<file path="src/rtl/prog_pkg.sv">
// rtl/prog_pkg.sv - shared types and constants for the framed boot-image receiver
//
// Purpose: state encoding, default sync marker and frame field offsets used by
//          prog_frame_rx and its word assembler.
// Ports:   none (package).
package prog_pkg;

  typedef enum logic [2:0] {
    IDLE = 3'd0,
    LEN0 = 3'd1,
    LEN1 = 3'd2,
    DATA = 3'd3,
    CSUM = 3'd4,
    DONE = 3'd5,
    ERR  = 3'd6
  } prog_state_e;

  localparam logic [7:0] SYNC_BYTE_DEF = 8'hA5;

  // Byte offsets within a frame; the checksum byte sits at OFS_PAYLOAD + 4*LEN.
  localparam int OFS_SYNC    = 0;
  localparam int OFS_LEN_LO  = 1;
  localparam int OFS_LEN_HI  = 2;
  localparam int OFS_PAYLOAD = 3;

endpackage

</file>
<file path="src/rtl/prog_word_asm.sv">
// rtl/prog_word_asm.sv - little-endian byte-to-word assembler
//
// Purpose: collects four bytes into a 32-bit word, first byte in bits [7:0].
// Ports:
//   clk_i         in   1   system clock
//   rst_ni        in   1   synchronous active-low reset
//   clr_i         in   1   synchronous clear of byte count and partial word
//   en_i          in   1   byte_i is valid this cycle
//   byte_i        in   8   incoming byte
//   word_valid_o  out  1   high in the cycle the fourth byte is presented
//   word_o        out  32  completed word (valid with word_valid_o)
module prog_word_asm (
  input  logic        clk_i,
  input  logic        rst_ni,
  input  logic        clr_i,
  input  logic        en_i,
  input  logic [7:0]  byte_i,
  output logic        word_valid_o,
  output logic [31:0] word_o
);

  logic [1:0]  cnt_q, cnt_d;
  logic [23:0] sr_q, sr_d;

  // Only three bytes are stored; the fourth is merged combinationally so the
  // owner can register the finished word in the same cycle it arrives.
  assign word_valid_o = en_i && (cnt_q == 2'd3);
  assign word_o       = {byte_i, sr_q};

  always_comb begin
    cnt_d = cnt_q;
    sr_d  = sr_q;
    if (clr_i) begin
      cnt_d = 2'd0;
      sr_d  = 24'd0;
    end else if (en_i) begin
      cnt_d = cnt_q + 2'd1;
      sr_d  = {byte_i, sr_q[23:8]};
    end
  end

  always_ff @(posedge clk_i) begin
    if (!rst_ni) begin
      cnt_q <= 2'd0;
      sr_q  <= 24'd0;
    end else begin
      cnt_q <= cnt_d;
      sr_q  <= sr_d;
    end
  end

endmodule

</file>
<file path="src/rtl/prog_frame_rx.sv">
// rtl/prog_frame_rx.sv - framed boot-image receiver driving the ICCM write port
//
// Purpose: parses SYNC / LEN_LO / LEN_HI / payload / CSUM frames, writes one
//          little-endian word per four payload bytes, holds the core in reset
//          while programming and reports done/error.
// Ports:
//   clk_i      in   1       system clock
//   rst_ni     in   1       synchronous active-low reset
//   prog_i     in   1       programming mode request (level)
//   rx_dv_i    in   1       rx_byte_i valid strobe
//   rx_byte_i  in   8       received byte
//   we_o       out  1       one-cycle ICCM write strobe
//   addr_o     out  ADDR_W  word address of current write
//   wdata_o    out  32      write data
//   reset_o    out  1       core reset, active low
//   done_o     out  1       frame accepted (level)
//   err_o      out  1       frame rejected (level, sticky until next SYNC)
module prog_frame_rx
  import prog_pkg::*;
#(
  parameter int              ADDR_W    = 12,
  parameter int              DEPTH     = 1024,
  parameter logic [7:0]      SYNC_BYTE = SYNC_BYTE_DEF,
  parameter int              TO_W      = 24,
  parameter logic [TO_W-1:0] TIMEOUT   = TO_W'(1000000)
) (
  input  logic              clk_i,
  input  logic              rst_ni,
  input  logic              prog_i,
  input  logic              rx_dv_i,
  input  logic [7:0]        rx_byte_i,
  output logic              we_o,
  output logic [ADDR_W-1:0] addr_o,
  output logic [31:0]       wdata_o,
  output logic              reset_o,
  output logic              done_o,
  output logic              err_o
);

  localparam logic [16:0]       DEPTH_L   = 17'(DEPTH);
  localparam logic [ADDR_W-1:0] ADDR_LAST = ADDR_W'(DEPTH - 1);
  localparam logic [TO_W-1:0]   TO_LAST   = TIMEOUT - TO_W'(1);

  prog_state_e       state_q, state_d;
  logic [15:0]       len_q, len_d;
  logic [ADDR_W-1:0] addr_q, addr_d;
  logic [7:0]        sum_q, sum_d;
  logic [TO_W-1:0]   to_q, to_d;
  logic              we_q, we_d;
  logic [31:0]       wdata_q, wdata_d;
  logic              reset_q, reset_d;
  logic              done_q, done_d;
  logic              err_q, err_d;

  logic        asm_clr, asm_en, word_valid;
  logic [31:0] word;
  logic [15:0] len_new, len_m1;
  logic [7:0]  sum_new;
  logic        in_frame, last_word;

  prog_word_asm u_word_asm (
    .clk_i        (clk_i),
    .rst_ni       (rst_ni),
    .clr_i        (asm_clr),
    .en_i         (asm_en),
    .byte_i       (rx_byte_i),
    .word_valid_o (word_valid),
    .word_o       (word)
  );

  assign in_frame  = state_q inside {LEN0, LEN1, DATA, CSUM};
  assign len_new   = {rx_byte_i, len_q[7:0]};
  assign len_m1    = len_q - 16'd1;
  // The address counter doubles as the word index within the frame.
  assign last_word = (addr_q == ADDR_W'(len_m1));
  assign sum_new   = sum_q + rx_byte_i;

  always_comb begin
    state_d = state_q;
    len_d   = len_q;
    addr_d  = addr_q;
    sum_d   = sum_q;
    to_d    = to_q;
    we_d    = 1'b0;
    wdata_d = wdata_q;
    done_d  = done_q;
    err_d   = err_q;
    asm_clr = 1'b0;
    asm_en  = 1'b0;

    // Advance the address the cycle after each write; saturate so the last
    // legal word address is never exceeded.
    if (we_q && (addr_q != ADDR_LAST)) begin
      addr_d = addr_q + ADDR_W'(1);
    end

    if (in_frame) begin
      if (!prog_i) begin
        // Abort outranks any byte arriving in the same cycle.
        state_d = IDLE;
        err_d   = 1'b1;
        to_d    = '0;
        asm_clr = 1'b1;
      end else if (rx_dv_i) begin
        // A byte outranks a simultaneous timeout expiry.
        to_d  = '0;
        sum_d = sum_new;
        case (state_q)
          LEN0: begin
            len_d[7:0] = rx_byte_i;
            state_d    = LEN1;
          end
          LEN1: begin
            len_d = len_new;
            if ({1'b0, len_new} > DEPTH_L) state_d = ERR;
            else if (len_new == 16'd0)     state_d = CSUM;
            else                           state_d = DATA;
          end
          DATA: begin
            asm_en = 1'b1;
            if (word_valid) begin
              we_d    = 1'b1;
              wdata_d = word;
              if (last_word) state_d = CSUM;
            end
          end
          CSUM: state_d = (sum_new == 8'd0) ? DONE : ERR;
          default: ;
        endcase
      end else if (to_q == TO_LAST) begin
        state_d = ERR;
        to_d    = '0;
      end else begin
        to_d = to_q + TO_W'(1);
      end
    end else begin
      case (state_q)
        IDLE: begin
          // SYNC is only honoured in programming mode so stray line noise
          // outside it cannot start a frame that would immediately abort.
          if (prog_i && rx_dv_i && (rx_byte_i == SYNC_BYTE)) begin
            state_d = LEN0;
            done_d  = 1'b0;
            err_d   = 1'b0;
            addr_d  = '0;
            sum_d   = 8'd0;
            to_d    = '0;
            asm_clr = 1'b1;
          end
        end
        DONE, ERR: if (!prog_i) state_d = IDLE;
        default: state_d = IDLE;
      endcase
    end

    if (state_d == DONE) done_d = 1'b1;
    if (state_d == ERR)  err_d  = 1'b1;

    case (state_d)
      IDLE:    reset_d = !prog_i;
      DONE:    reset_d = 1'b1;
      default: reset_d = 1'b0;
    endcase
  end

  always_ff @(posedge clk_i) begin
    if (!rst_ni) begin
      state_q <= IDLE;
      len_q   <= 16'd0;
      addr_q  <= '0;
      sum_q   <= 8'd0;
      to_q    <= '0;
      we_q    <= 1'b0;
      wdata_q <= 32'd0;
      reset_q <= 1'b0;
      done_q  <= 1'b0;
      err_q   <= 1'b0;
    end else begin
      state_q <= state_d;
      len_q   <= len_d;
      addr_q  <= addr_d;
      sum_q   <= sum_d;
      to_q    <= to_d;
      we_q    <= we_d;
      wdata_q <= wdata_d;
      reset_q <= reset_d;
      done_q  <= done_d;
      err_q   <= err_d;
    end
  end

  assign we_o    = we_q;
  assign addr_o  = addr_q;
  assign wdata_o = wdata_q;
  assign reset_o = reset_q;
  assign done_o  = done_q;
  assign err_o   = err_q;

endmodule

</file>
<file path="config.mk">
export PLATFORM = sky130hd
export DESIGN_NAME = prog_frame_rx
export DESIGN_NICKNAME = d
export VERILOG_FILES = /design/src/rtl/prog_pkg.sv /design/src/rtl/prog_word_asm.sv /design/src/rtl/prog_frame_rx.sv
export SDC_FILE = /design/constraint.sdc
export NUM_CORES = 1
export LEC_CHECK = 0
export ABC_AREA = 1
export BUFFER_PORTS_ARGS = -buffer_cell sky130_fd_sc_hd__buf_2
export CORE_MARGIN = 3
export CORE_UTILIZATION = 48
export DETAILED_ROUTE_END_ITERATION = 8
export GPL_TIMING_DRIVEN = 0
export PLACE_DENSITY = 0.67
export SYNTH_ARGS = -nofsm -noshare
export SYNTH_HDL_FRONTEND = slang
export SYNTH_SLANG_ARGS = --single-unit
</file>
<file path="constraint.sdc">
create_clock -name clk_i -period 4.38 [get_ports clk_i]
set_input_delay 0.876 -clock clk_i [delete_from_list [all_inputs] [get_ports clk_i]]
set_output_delay 0.876 -clock clk_i [all_outputs]
set_load 0.005 [all_outputs]
</file>
=== Word-level counts from Yosys, hierarchy flattened ===
Index checks and enable logic that the tools add are counted.
W data, S select, Z words.

* Bits in latches: 0
* Memory bits (writable): 0
* Logic and storage cells: 108
* Memories kept: 0
* Bits of input ports: 12
* ROM bits: 0
* Output and inout port bits: 48
* Flip-flop bits (word level): 121

* Reductions and logical operators: 26
* Mux-type cells: 45
* Order comparisons: 1
* Bitwise logic cells: 1
* Multiply operators: 0
* Shifts and indexed selects: 0
* Equality and inequality tests: 17
* $add $sub $neg: 5
* Divide/modulo/power cells: 0

{| class="wikitable"
|+ Operator list
! operator !! number
|-
| $mux W24 || 6
|-
| $mux W12 || 4
|-
| $mux W8 || 5
|-
| $mux W3 || 10
|-
| $add A24 B1 Y24 const B || 1
|-
| $eq A24 B20 Y1 const B || 1
|-
| $gt A16 B11 Y1 const B || 1
|-
| $logic_not A16 Y1 || 1
|-
| $mux W1 || 16
|-
| $eq A3 B3 Y1 const B || 5
|-
| $add A12 B1 Y12 const B || 1
|-
| $eq A12 B12 Y1 || 1
|-
| $ne A12 B10 Y1 const B || 1
|-
| $pmux W3 S4 || 1
|-
| $reduce_and A4 Y1 || 3
|-
| $sub A12 B1 Y12 const B || 1
|-
| $reduce_and A5 Y1 || 2
|-
| $add A8 B8 Y8 || 1
|-
| $eq A8 B8 Y1 const B || 1
|-
| $logic_not A8 Y1 || 1
|-
| $reduce_bool A2 Y1 || 4
|-
| $eq A3 B2 Y1 const B || 2
|-
| $logic_not A3 Y1 || 2
|-
| $pmux W3 S2 || 1
|-
| other kinds (16) || 23
|}

=== Depth between registers and ports, before layout ===
* Depth in word-level cells: 14
* Depth in mapped cells: 18
* Mapped depth without buffers: 18

=== By module ===
A second synthesis with hierarchy kept.

* Cell total of the unflattened synthesis: 864
* Area, all modules: 6216.0 um^2

{| class="wikitable"
|+ By module, submodules not included
! module !! sequential area each (um^2) !! times used !! cells each !! area an instance (um^2)
|-
| prog_frame_rx || 1901.8 || 1 || 737 || 5051.1
|-
| prog_word_asm || 520.5 || 1 || 127 || 1164.9
|}

=== Worst setup path after synthesis ===
Ideal clock, no wire load.

* Kind: input-to-reg
* Start: input rx_byte_i[0]
* End: register err_q, in the netlist err_o
* Arrival time: 2.588 ns
* Slack: 1.676 ns
* Stages: 15
* Path buffers: 0
* Data required time: 4.264 ns
* Library setup time: 0.116 ns
* Path through: ha_1 fa_1 or2_2 nor2_1 nand3_1 nor2_1 nand3_1 a21oi_1 nand2_1 nand2_1 nand2_1 nand2_1 nand2_1 nand2_1 nand2_1

* Word-level cells in the longest chain between the ends: 10
* Elaborated cells on any way between the ends: 21
* Those cells by class: add/sub: 1; order compare: 1; eq/ne: 3; mux: 10; reduce/logical: 6

{| class="wikitable"
|+ Ends and longest elaborated chain
! what !! line !! RTL
|-
| start, declared || prog_frame_rx.sv:31 || <nowiki>input logic [7:0] rx_byte_i,</nowiki>
|-
| $add A8 B8 Y8 or $logic_not A16 Y1 (tied branches) || prog_frame_rx.sv:76, prog_frame_rx.sv:116 ||
|-
| $logic_not A8 Y1 or $mux W3 (tied branches) || prog_frame_rx.sv:127, prog_frame_rx.sv:116 ||
|-
| $mux W2 or $mux W3 (tied branches) || prog_frame_rx.sv:127, prog_frame_rx.sv:115 ||
|-
| $pmux W3 S4 || prog_frame_rx.sv:108 || <nowiki>case (state_q)</nowiki>
|-
| $mux W3 || prog_frame_rx.sv:104 || <nowiki>end else if (rx_dv_i) begin</nowiki>
|-
| $mux W3 || prog_frame_rx.sv:98 || <nowiki>if (!prog_i) begin</nowiki>
|-
| $mux W3 || prog_frame_rx.sv:97 || <nowiki>if (in_frame) begin</nowiki>
|-
| $eq A3 B3 Y1 || prog_frame_rx.sv:157 || <nowiki>if (state_d == ERR) err_d = 1'b1;</nowiki>
|-
| $ne A3 B2 Y1 (no source line) or $reduce_bool A3 Y1 (tied branches) || - ||
|-
| $reduce_and A3 Y1 (no source line) || - ||
|-
| end signal, assigned || prog_frame_rx.sv:188 || <nowiki>err_q <= err_d;</nowiki>
|-
| end, declared || prog_frame_rx.sv:53 || <nowiki>logic err_q, err_d;</nowiki>
|}

Parallel ways exist; a longest one is shown, timed or not.
A chain may end at the register's enable or synchronous reset.

=== Worst setup path in the final report ===
Same ends and word-level chain as after synthesis.

==> reports/metrics.csv <==
stage;metric;value;unit
power_and_ir_drop;worst vdd ir;0.2241;mV
logic_synthesis;Synth warnings;0;
global_route;global route overflow;0;
cts;CTS Buf Count;17;
run_status;status;finished, final reports clean;
timing;Final Critical Period;2723;ps
layout;Inserted Diodes;0;
detailed_routing;Iteration-0 DRC Markers;432;
power_and_ir_drop;Cell Pwr Density;365.9;nW/um^2
detailed_routing;Via density;5.277;
detailed_routing;Residual DRC;0;
layout;FF+latch area;2422;um^2
setup_path;max incr delay on CP;450;ps
cts;post_cts resized;0;
global_route;first-pass GRT wire length;24560;um
floorplanning;die height;116.5;um
detailed_routing;post-route ant nets;0;
logic_synthesis;synthesized instance count;822;
cts;CTS root buf;clkbuf_16;
global_route;largest net degree at the start of global routing;17;
logic_synthesis;Synthesized Nets;846;
detailed_routing;WL per Instance;14.02;um
timing;Max Transition Viols Final;0;
logic_synthesis;Synth top area share;0.4131;
setup_path;CP bufs+invs;1;
setup_path;startpoint types;input pin;
cts;CTS sink count;121;
setup_path;Worst path slowest cell;fa_1;
cts;clock latency on the worst-skew pair;420;ps
timing;Least-Margin Pin Slew;712.2;ps
floorplanning;io pins;60;
placed_design;worst slack at placement;1239;ps
timing;final hold vios;0;
timing;PnR worst setup slack;1657;ps
timing;Fin Setup TNS;0;ps
logic_synthesis;Most used DFF post-synth;dfxtp_1;
cts;htree depth;4;
setup_path;Crit path max-delay family;simple AND/OR/NAND/NOR gates;
setup_path;CP required;4680;ps
cts;maximum buffer depth of the clock tree;2;
detailed_routing;total wire length;14760;um
timing;RSZ-0062 raised after global routing;no;
setup_path;crit-path cells;buf_2 -> ha_1 -> fa_1 -> or2_2 -> nor2_1 -> nand3_1 -> nor2_1 -> nand3_1 -> a21oi_1 -> nand2_1 -> nand2_1 -> nand2_1 -> nand2_1 -> nand2_1 -> nand2_1 -> nand2_1;
cts;CTS tree;done;
floorplanning;# rows;39;
logic_synthesis;Syn Area/Cell;7.134;um^2
cts;clk slew on worst S/H paths;50;ps
timing;Clock Skew;5.456;ps
layout;area of the multi-input gates;3055;um^2
logic_synthesis;top cells by area, synth;dfxtp_1 41%, nand2_1 14%, a21oi_1 6.7%, nand3_1 6.1%, nor2_1 5.1%;
layout;fill count;1109;
logic_synthesis;ys async rst share;0;
cts;post-CTS setup buffer count;0;
flow_run;maxcap violations;0;
logic_synthesis;Distinct cells, synth;45;
timing;f_max;367.3;MHz
floorplanning;core box area;11660;um^2
worst_hold_path;HP Class;register to register;
logic_synthesis;Seq/Total Area, Yosys;0.4131;
detailed_routing;routed vias;5557;
setup_path;worst-path fanout max;5;
global_route;total track usage;0.2276;
global_route;initial antenna violation count;0;
placed_design;Placer Congestion;0.8790;
cts;cts hold-fix bufs;0;
global_route;vias in the first global route;5217;
setup_path;most frequent CP cell;nand2_1;
logic_synthesis;Post-synth EDFFs;0;
timing;Worst slew margin;0.5235;
logic_synthesis;Synth top cells by count;220 x nand2_1, 121 x dfxtp_1, 80 x nor2_1, 78 x a21oi_1, 72 x nand3_1;
placed_design;port buffer count;57;
logic_synthesis;Synth Cell Area;5864;um^2
timing;setup violators final;0;
setup_path;critical path type;input pin to register;
power_and_ir_drop;leakage;3.052;nW
floorplanning;Die Area;13580;um^2
setup_path;Worst Path Arrival;3030;ps
timing;fin crit share;0.6216;
layout;share of cells above drive strength 1;0.1527;
floorplanning;Initial Utilization;0.5028;
logic_synthesis;Yosys reg bits;121;
setup_path;CP Capture Type;register;
layout;nets@finish;922;
logic_synthesis;area leader, netlist;dfxtp_1;
logic_synthesis;most instantiated library cell after synthesis;nand2_1;
detailed_routing;Pre-antenna DRT Iters;8;
floorplanning;die width;116.5;um
placed_design;Detail Placement HPWL;11050;um
layout;Layout area overhead;17.73;%
==> logic make-up (layout without fill, tap and decap cells) <==
family,count (synthesis),after routing,synth area share
AND/OR/NAND/NOR,438,438,0.3352
buffers and inverters,96,184,0.06593
flip-flops,121,121,0.4131
adder cells (fa/ha/maj),12,12,0.02688
XOR/XNOR,29,29,0.04587
AO/OA/AOI/OAI,126,126,0.1131
==> registers in the layout, summed over array words and instances, names as in the netlist, 2 cells and up <==
register          cells
addr_o               12
len_q                12
state_q               3
sum_q                 8
to_q                 24
u_word_asm.cnt_q      2
u_word_asm.sr_q      24
wdata_o              32
==> cell usage in the layout (no fill, tap or decap), types with 16 or more instances in the layout <==
cell type,n
nand2_1,220
inv_1,60
nand3_1,72
a21oi_1,78
xor2_1,18
clkbuf_16,17
buf_2,63
o21ai_0,33
nor2_1,80
dfxtp_1,121
nor3_1,16
==> per-stage QoR <==
stage          power (W)  utilization  instances  hold slack, ps  cell area, um^2
2_1_floorplan   0.001165            -        822           438.6             5864
6_report        0.002527       0.5920       1053           452.7             6904
5_1_grt         0.002598       0.5920       1053           480.9             6904
3_3_place_gp    0.001191       0.5426       1022           440.6             6329
3_5_place_dp    0.001192       0.5426       1022           448.4             6329
4_1_cts         0.002544       0.5920       1053           459.5             6904
==> worst paths after layout <==
kind                 from  endpoint  slack [ps]  cells past startpoint
min reg2reg        done_o    done_o         450                      2
min                done_o    done_o         450                      2
max          rx_byte_i[0]     err_o        1660                     16
max reg2reg      sum_q[0]     err_o        1980                     15
==> where the power goes <==
| part | internal (W) | total, W | switching (W) |
|---|---|---|---|
| combinational | 0.0000165 | 0.0000669 | 0.0000503 |
| sequential | 0.00110 | 0.00110 | 0.000000161 |
| clock | 0.000836 | 0.00136 | 0.000522 |
| total | 0.00195 | 0.00253 | 0.000572 |
==> worst reg2reg max path, cell delays in order, from the launching register on <==
cell	delay, ps
dfxtp_1	320
ha_1	210
fa_1	450
or2_2	290
nor2_1	100
nand3_1	100
nor2_1	170
nand3_1	110
a21oi_1	130
nand2_1	60
nand2_1	60
nand2_1	50
nand2_1	80
nand2_1	60
nand2_1	50
nand2_1	50
==> cell type report <==
| cell class | instances | share of cell area |
|---|---|---|
| clock inverters | 14 | 0.02175 |
| well taps | 143 | 0.02592 |
| inverters | 72 | 0.03969 |
| plain buffers | 24 | 0.01631 |
| flip-flops and latches | 121 | 0.3509 |
| multi-input cells | 605 | 0.4426 |
| repair buffers | 57 | 0.04132 |
| clock buffers | 17 | 0.06162 |
==> routing by layer <==
| layer | GRT usage | part of all wire |
|---|---|---|
| met5 | 0 | 0 |
| met4 | 0.08333 | 0.017 |
| met3 | 0.04922 | 0.054 |
| met2 | 0.3741 | 0.47 |
| met1 | 0.2952 | 0.46 |
Note: power is estimated with default switching activity, not from simulation.
